File: src/rtl/register_file.sv
// ----------------------------------------------------------------------------
// register_file
// Architectural integer register file for the single-cycle RV32 core.
// 32 x 32-bit registers, two combinational read ports (rs1/rs2) and one
// synchronous write port (rd). x0 has no storage and always reads zero.
// The whole array clears asynchronously when RST_N is low.
// ----------------------------------------------------------------------------
module register_file (
   input  logic        CLK,
   input  logic        RST_N,
   input  logic        WE3,
   input  logic [4:0]  A1,
   input  logic [4:0]  A2,
   input  logic [4:0]  A3,
   input  logic [31:0] WD3,
   output logic [31:0] RD1,
   output logic [31:0] RD2
);

   // Storage for x1..x31 only; x0 is a constant zero and never stored.
   logic [31:1][31:0] r_regs;

   // One-hot write select, one bit per writable register.
   logic [31:1]       w_wr_sel;

   // Reads of x0 return zero, every other address returns stored contents.
   function automatic logic [31:0] read_reg(input logic [4:0]        addr,
                                            input logic [31:1][31:0] regs);
      logic [31:0] v;
      if (addr == 5'd0) begin
         v = 32'h0000_0000;
      end else begin
         v = regs[addr];
      end
      return v;
   endfunction

   // Decode the write address into a one-hot select; A3 = 0 matches nothing.
   always_comb begin
      w_wr_sel = '0;
      for (int i = 1; i < 32; i++) begin
         w_wr_sel[i] = WE3 & (A3 == 5'(i));
      end
   end

   // Register array: async clear on reset, otherwise write the selected entry.
   always_ff @(posedge CLK or negedge RST_N) begin
      if (!RST_N) begin
         r_regs <= '0;
      end else begin
         for (int i = 1; i < 32; i++) begin
            if (w_wr_sel[i]) begin
               r_regs[i] <= WD3;
            end
         end
      end
   end

   // Combinational read ports with no write bypass: old data until the edge.
   always_comb begin
      RD1 = read_reg(A1, r_regs);
      RD2 = read_reg(A2, r_regs);
   end

endmodule

File: config.mk
export PLATFORM = sky130hd
export DESIGN_NAME = register_file
export DESIGN_NICKNAME = d
export VERILOG_FILES = /design/src/rtl/register_file.sv
export SDC_FILE = /design/constraint.sdc
export NUM_CORES = 2
export LEC_CHECK = 0
export CELL_PAD_IN_SITES_DETAIL_PLACEMENT = 1
export CELL_PAD_IN_SITES_GLOBAL_PLACEMENT = 1
export CORE_ASPECT_RATIO = 0.8
export CORE_MARGIN = 2
export CORE_UTILIZATION = 35
export DETAILED_ROUTE_END_ITERATION = 12
export HOLD_SLACK_MARGIN = 0.12
export PLACE_DENSITY_LB_ADDON = 0.1
export SLEW_MARGIN = 40
export SYNTH_ARGS = -nofsm -noshare
export SYNTH_HDL_FRONTEND = slang
export SYNTH_SLANG_ARGS = --single-unit
File: constraint.sdc
create_clock -name CLK -period 3.1 [get_ports CLK]
set_clock_uncertainty 0.15 [all_clocks]
set_input_delay 0.465 -clock CLK [delete_from_list [all_inputs] [get_ports CLK]]
set_output_delay 0.465 -clock CLK [all_outputs]
set_load 0.03 [all_outputs]
; Word level (Yosys, flattened, before mapping)
; Index checks and enable logic that the tools add are counted.
[op_classes]
n_bitwise = 31
eq_ne = 31
mux = 6
n_lt_le_gt_ge = 2
reduce_logical = 2
[ops]
columns = operator, count
row1 = binary-select mux 32 bit (select 5 bit), 2
row2 = two-way mux 32 bit, 4
row3 = == test 5 bit (second input constant), 16
row4 = == test 5 x 4 -> 1 bit (second input constant), 8
row5 = bitwise AND 1 bit, 31
row6 = == test 5 x 3 -> 1 bit (second input constant), 4
row7 = less-than comparator 5 x 6 -> 1 bit (second input constant), 2
row8 = == test 5 x 2 -> 1 bit (second input constant), 2
row9 = zero test 5 bit, 2
row10 = == test 5 x 1 -> 1 bit (second input constant), 1
[totals]
in_bits = 50
register_bits = 992
output_inout_bits = 64
elab_cells = 103

; Depth between registers and ports, before layout
[depth]
depth_word = 3
depth_mapped = 10
depth_no_buf = 4

; Least setup slack after synthesis
; No wires, ideal clock.
[synth_timing]
path_kind = input to output
from = in A2[1]
to = out RD2[31]
arrival_time_ns = 2.310
t_required_ns = 2.485
n_path_buf = 4
setup_slack_ns = 0.175
cell_stages = 7
cell_sequence = buf_4 > buf_2 > buf_2 > buf_2 > mux4_2 > mux2i_1 > a211oi_1
[synth_via]
elab_chain_len = 3
elab_cells_between_ends = 4
cone_classes = mux: 3 / reduce/logical: 1
[synth_rtl]
columns = item, line_no
row1 = from (decl), 13  ; input logic [4:0] A2,
row2 = binary-select mux 32 bit (select 5 bit), 33  ; v = regs[addr];
row3 = two-way mux 32 bit (implied by the code), 33
row4 = two-way mux 32 bit *, 30  ; if (addr == 5'd0) begin
row5 = to (decl), 17  ; output logic [31:0] RD2
; Every way passes the cells marked *; elsewhere a longest branch is shown, timed or not. The select of a mux whose other input is x is not followed.

; Final worst setup path
[layout_timing]
from = reg r_regs[840] in the netlist's numbering
to = out RD1[8]
[layout_via]
elab_chain_len = 3
[layout_rtl]
columns = item, line_no
row1 = from (decl), 21  ; logic [31:1][31:0] r_regs;
row2 = from (signal assigned), 49  ; r_regs <= '0;
row3 = "from (signal, indexed assignment)", 53  ; r_regs[i] <= WD3;
row4 = binary-select mux 32 bit (select 5 bit), 33
row5 = two-way mux 32 bit (implied by the code), 33
row6 = two-way mux 32 bit, 30
row7 = to (decl), 16  ; output logic [31:0] RD1,
; No other way between the ends. The select of a mux whose other input is x is not followed.

==> flow_summary.json <==
{
  "status": "finished, violations left",
  "violations": "negative setup slack",
  "maxSlewViolCount": 0,
  "clock_latency_ps": 750,
  "r2r_start": "r_regs[462]$_DFFE_PN0P_",
  "die_h_um": 354,
  "post-route-drc-count": 0,
  "final_cell_mix": "mux2_2, dfrtp_1, mux4_2",
  "grtUsageMet2_pct": 42.3,
  "power.density_nw_per_um2": 637,
  "crit_type": "reg -> out",
  "syn_nets": 3597,
  "antenna_found_initial": 11,
  "top_usage_layer": "met2",
  "p_int_uw": 28900,
  "power_leakage_uw": 0.0275,
  "cp_data_required_time_ps": 2480,
  "avgSynthCellArea_um2": 15.1,
  "die_area_um2": 156000,
  "cts.sinks": 992,
  "cts_root_buf": "clkbuf_16",
  "clockPowerShare_pct": 33.7,
  "clk_pin_slew_ps": 60,
  "setup_viol_count_final": 6,
  "grt_max_degree": 72,
  "drive_gt1_share_pct": 57.5,
  "yosysWarnings": 0,
  "syn_area_um2": 53500,
  "via_per_inst": 5.98,
  "grtUsageMet1_pct": 36.1,
  "core_area_um2": 152000,
  "wl_mm": 204,
  "startpoint_type": "register",
  "hold_violations": 0,
  "synthArstFlopShare_pct": 100,
  "yosys_register_bits": 992,
  "finalCritPeriodShare_pct": 104,
  "p_sw_uw": 11800,
  "firstDrtPassIters": 5,
  "final_common_cell": "mux2_2",
  "largest-register": "r_regs",
  "dp_slack_ps": -115,
  "arrival_ps": 2600,
  "power.total_uw": 40700,
  "yosysTopAreaCell": "dfrtp_1",
  "synth_top_area_share_pct": 46.4,
  "grt.total_usage_pct": 26.1,
  "synth_edf_count": 0,
  "start_util_pct": 35.2,
  "drtAntennaViolNets": 0,
  "p_seq_share_pct": 43.0,
  "power_frac_comb_pct": 23.3,
  "grt_pass1_vias": 38500,
  "place_hpwl_mm": 129,
  "crit_start": "r_regs[840]$_DFFE_PN0P_",
  "num-nets-final": 3776,
  "drv_cap": 0,
  "htreeDepth": 3,
  "synth_cell_types": 43,
  "fin_ws_ps": -119,
  "synthTopCellsByArea": "dfrtp_1, mux2_2, mux4_2, mux2i_1, clkbuf_1",
  "path_max_fanout": 3,
  "io_pins": 114,
  "max_slew_margin_pct": 44.9,
  "cp-end-kind": "output port",
  "fin_crit_ps": 3220,
  "worstMarginPinSlew_ps": 824,
  "netSwitchingFraction_pct": 28.9,
  "grt_setup_unrepaired": "yes",
  "grtUsageMet3_pct": 4.36,
  "hp-class": "in -> async",
  "io_buffer_count": 113,
  "synthToLayoutAreaGrowth_pct": 19.5,
  "clockBufferDepth": 3,
  "fp-row-count": 128,
  "grt_first_pass_wirelength_mm": 294,
  "numCtsBuffers": 112,
  "first_iter_violations": 2676,
  "cts_tree": "built",
  "die_w_um": 441,
  "reg_top3": "r_regs x992",
  "grt_overflow": 0,
  "fmax_ghz": 0.311,
  "routedWlPerCell_um": 34.9,
  "largest_register_ffs": 992,
  "vias": 34800,
  "synth_ff_type": "dfrtp_1",
  "ir_drop_v": 0.000477,
  "routabilityCongestion": 0.785,
  "syn_inst": 3547,
  "ys_seq_area_share_pct": 46.4
}
==> timing repair <==
action	CTS	global route
gates cloned	1	0
endpoints found under the setup margin	33	48
hold endpoints to repair	229	0
hold buffers	1	0
pin swaps	22	23
setup buffers	5	14
gates resized for setup	52	48
==> final timing paths <==
path / endpoint / slack [ps] / depth (start not counted)
max: RD1[8] / -120 / 5
min: r_regs[235]$_DFFE_PN0P_ / 150 / 2
max reg2reg: r_regs[462]$_DFFE_PN0P_ / 2030 / 2
min reg2reg: r_regs[757]$_DFFE_PN0P_ / 370 / 1
max in group asynchronous: r_regs[810]$_DFFE_PN0P_ / 1530 / 4
min in group CLK: r_regs[563]$_DFFE_PN0P_ / 170 / 2
==> worst max-delay path: stages (launching register included) <==
cell      delay [ps]
dfrtp_1          400
mux4_2           480
mux2i_1          150
o22a_1           170
o211ai_1         340
buf_12           280
==> synthesized netlist by cell type (19+ instances only) <==
cell type     n
a221o_1      19
a221oi_1     43
a22oi_1      41
buf_1        48
buf_2       108
buf_4        31
clkbuf_1    191
dfrtp_1     992
mux2_2     1056
mux2i_1     196
mux4_2      419
nand2_1      26
nand2b_1     27
nand3_1      30
nor2_1       60
nor2b_1      47
nor3_1       36
o31a_1       31
==> power groups by stage <==
stage               logic, uW  registers (uW)  clock network, uW
finish                   9480           17500              13700
global route            10100           17800              14600
CTS                      9470           17400              14100
detailed placement       9320           17600                  0
global placement         9050           17300                  0
floorplan                6470           16800                  0
==> logic make-up (layout without fill, tap and decap cells) <==
kind of cell	Yosys count	count (layout)	synth area share, %
flip-flops	992	992	46.4
AND/OR/NAND/NOR	255	255	2.47
buffers and inverters	400	661	3.48
multiplexers	1693	1693	44.4
AO/OA/AOI/OAI	207	207	3.19
other	0	3	0
==> area by class of cell <==
class                           instances  area (um2)
Antenna cell                            3        7.51
Clock buffer                          164        3240
Clock inverter                         32         467
Fill cell                           14700       88100
Inverter                               10        37.5
Multi-Input combinational cell       2155       27300
Sequential cell                       992       24800
Tap cell                             2015        2520
Timing Repair Buffer                  455        5520
==> stage by stage <==
step / util, % / setup TNS, ps / cells / hold WS (ps) / cell area [um2]
2_1_floorplan: - / 0 / 3547 / 19.4 / 53500
3_3_place_gp: 39.4 / -495 / 5609 / 338 / 59800
3_5_place_dp: 39.3 / -553 / 5609 / 352 / 59700
4_1_cts: 41.9 / -1280 / 5811 / 125 / 63700
5_1_grt: 42.0 / -1900 / 5825 / 152 / 63900
6_report: 42.0 / -356 / 5826 / 148 / 63900
==> metal layers <==
metal	wire (um)	vias to the layer above
li1	-	14100
met1	90400	19500
met2	97700	905
met3	9180	332
met4	6280	6
met5	38	-
Note: power is estimated with default switching activity, not from simulation.
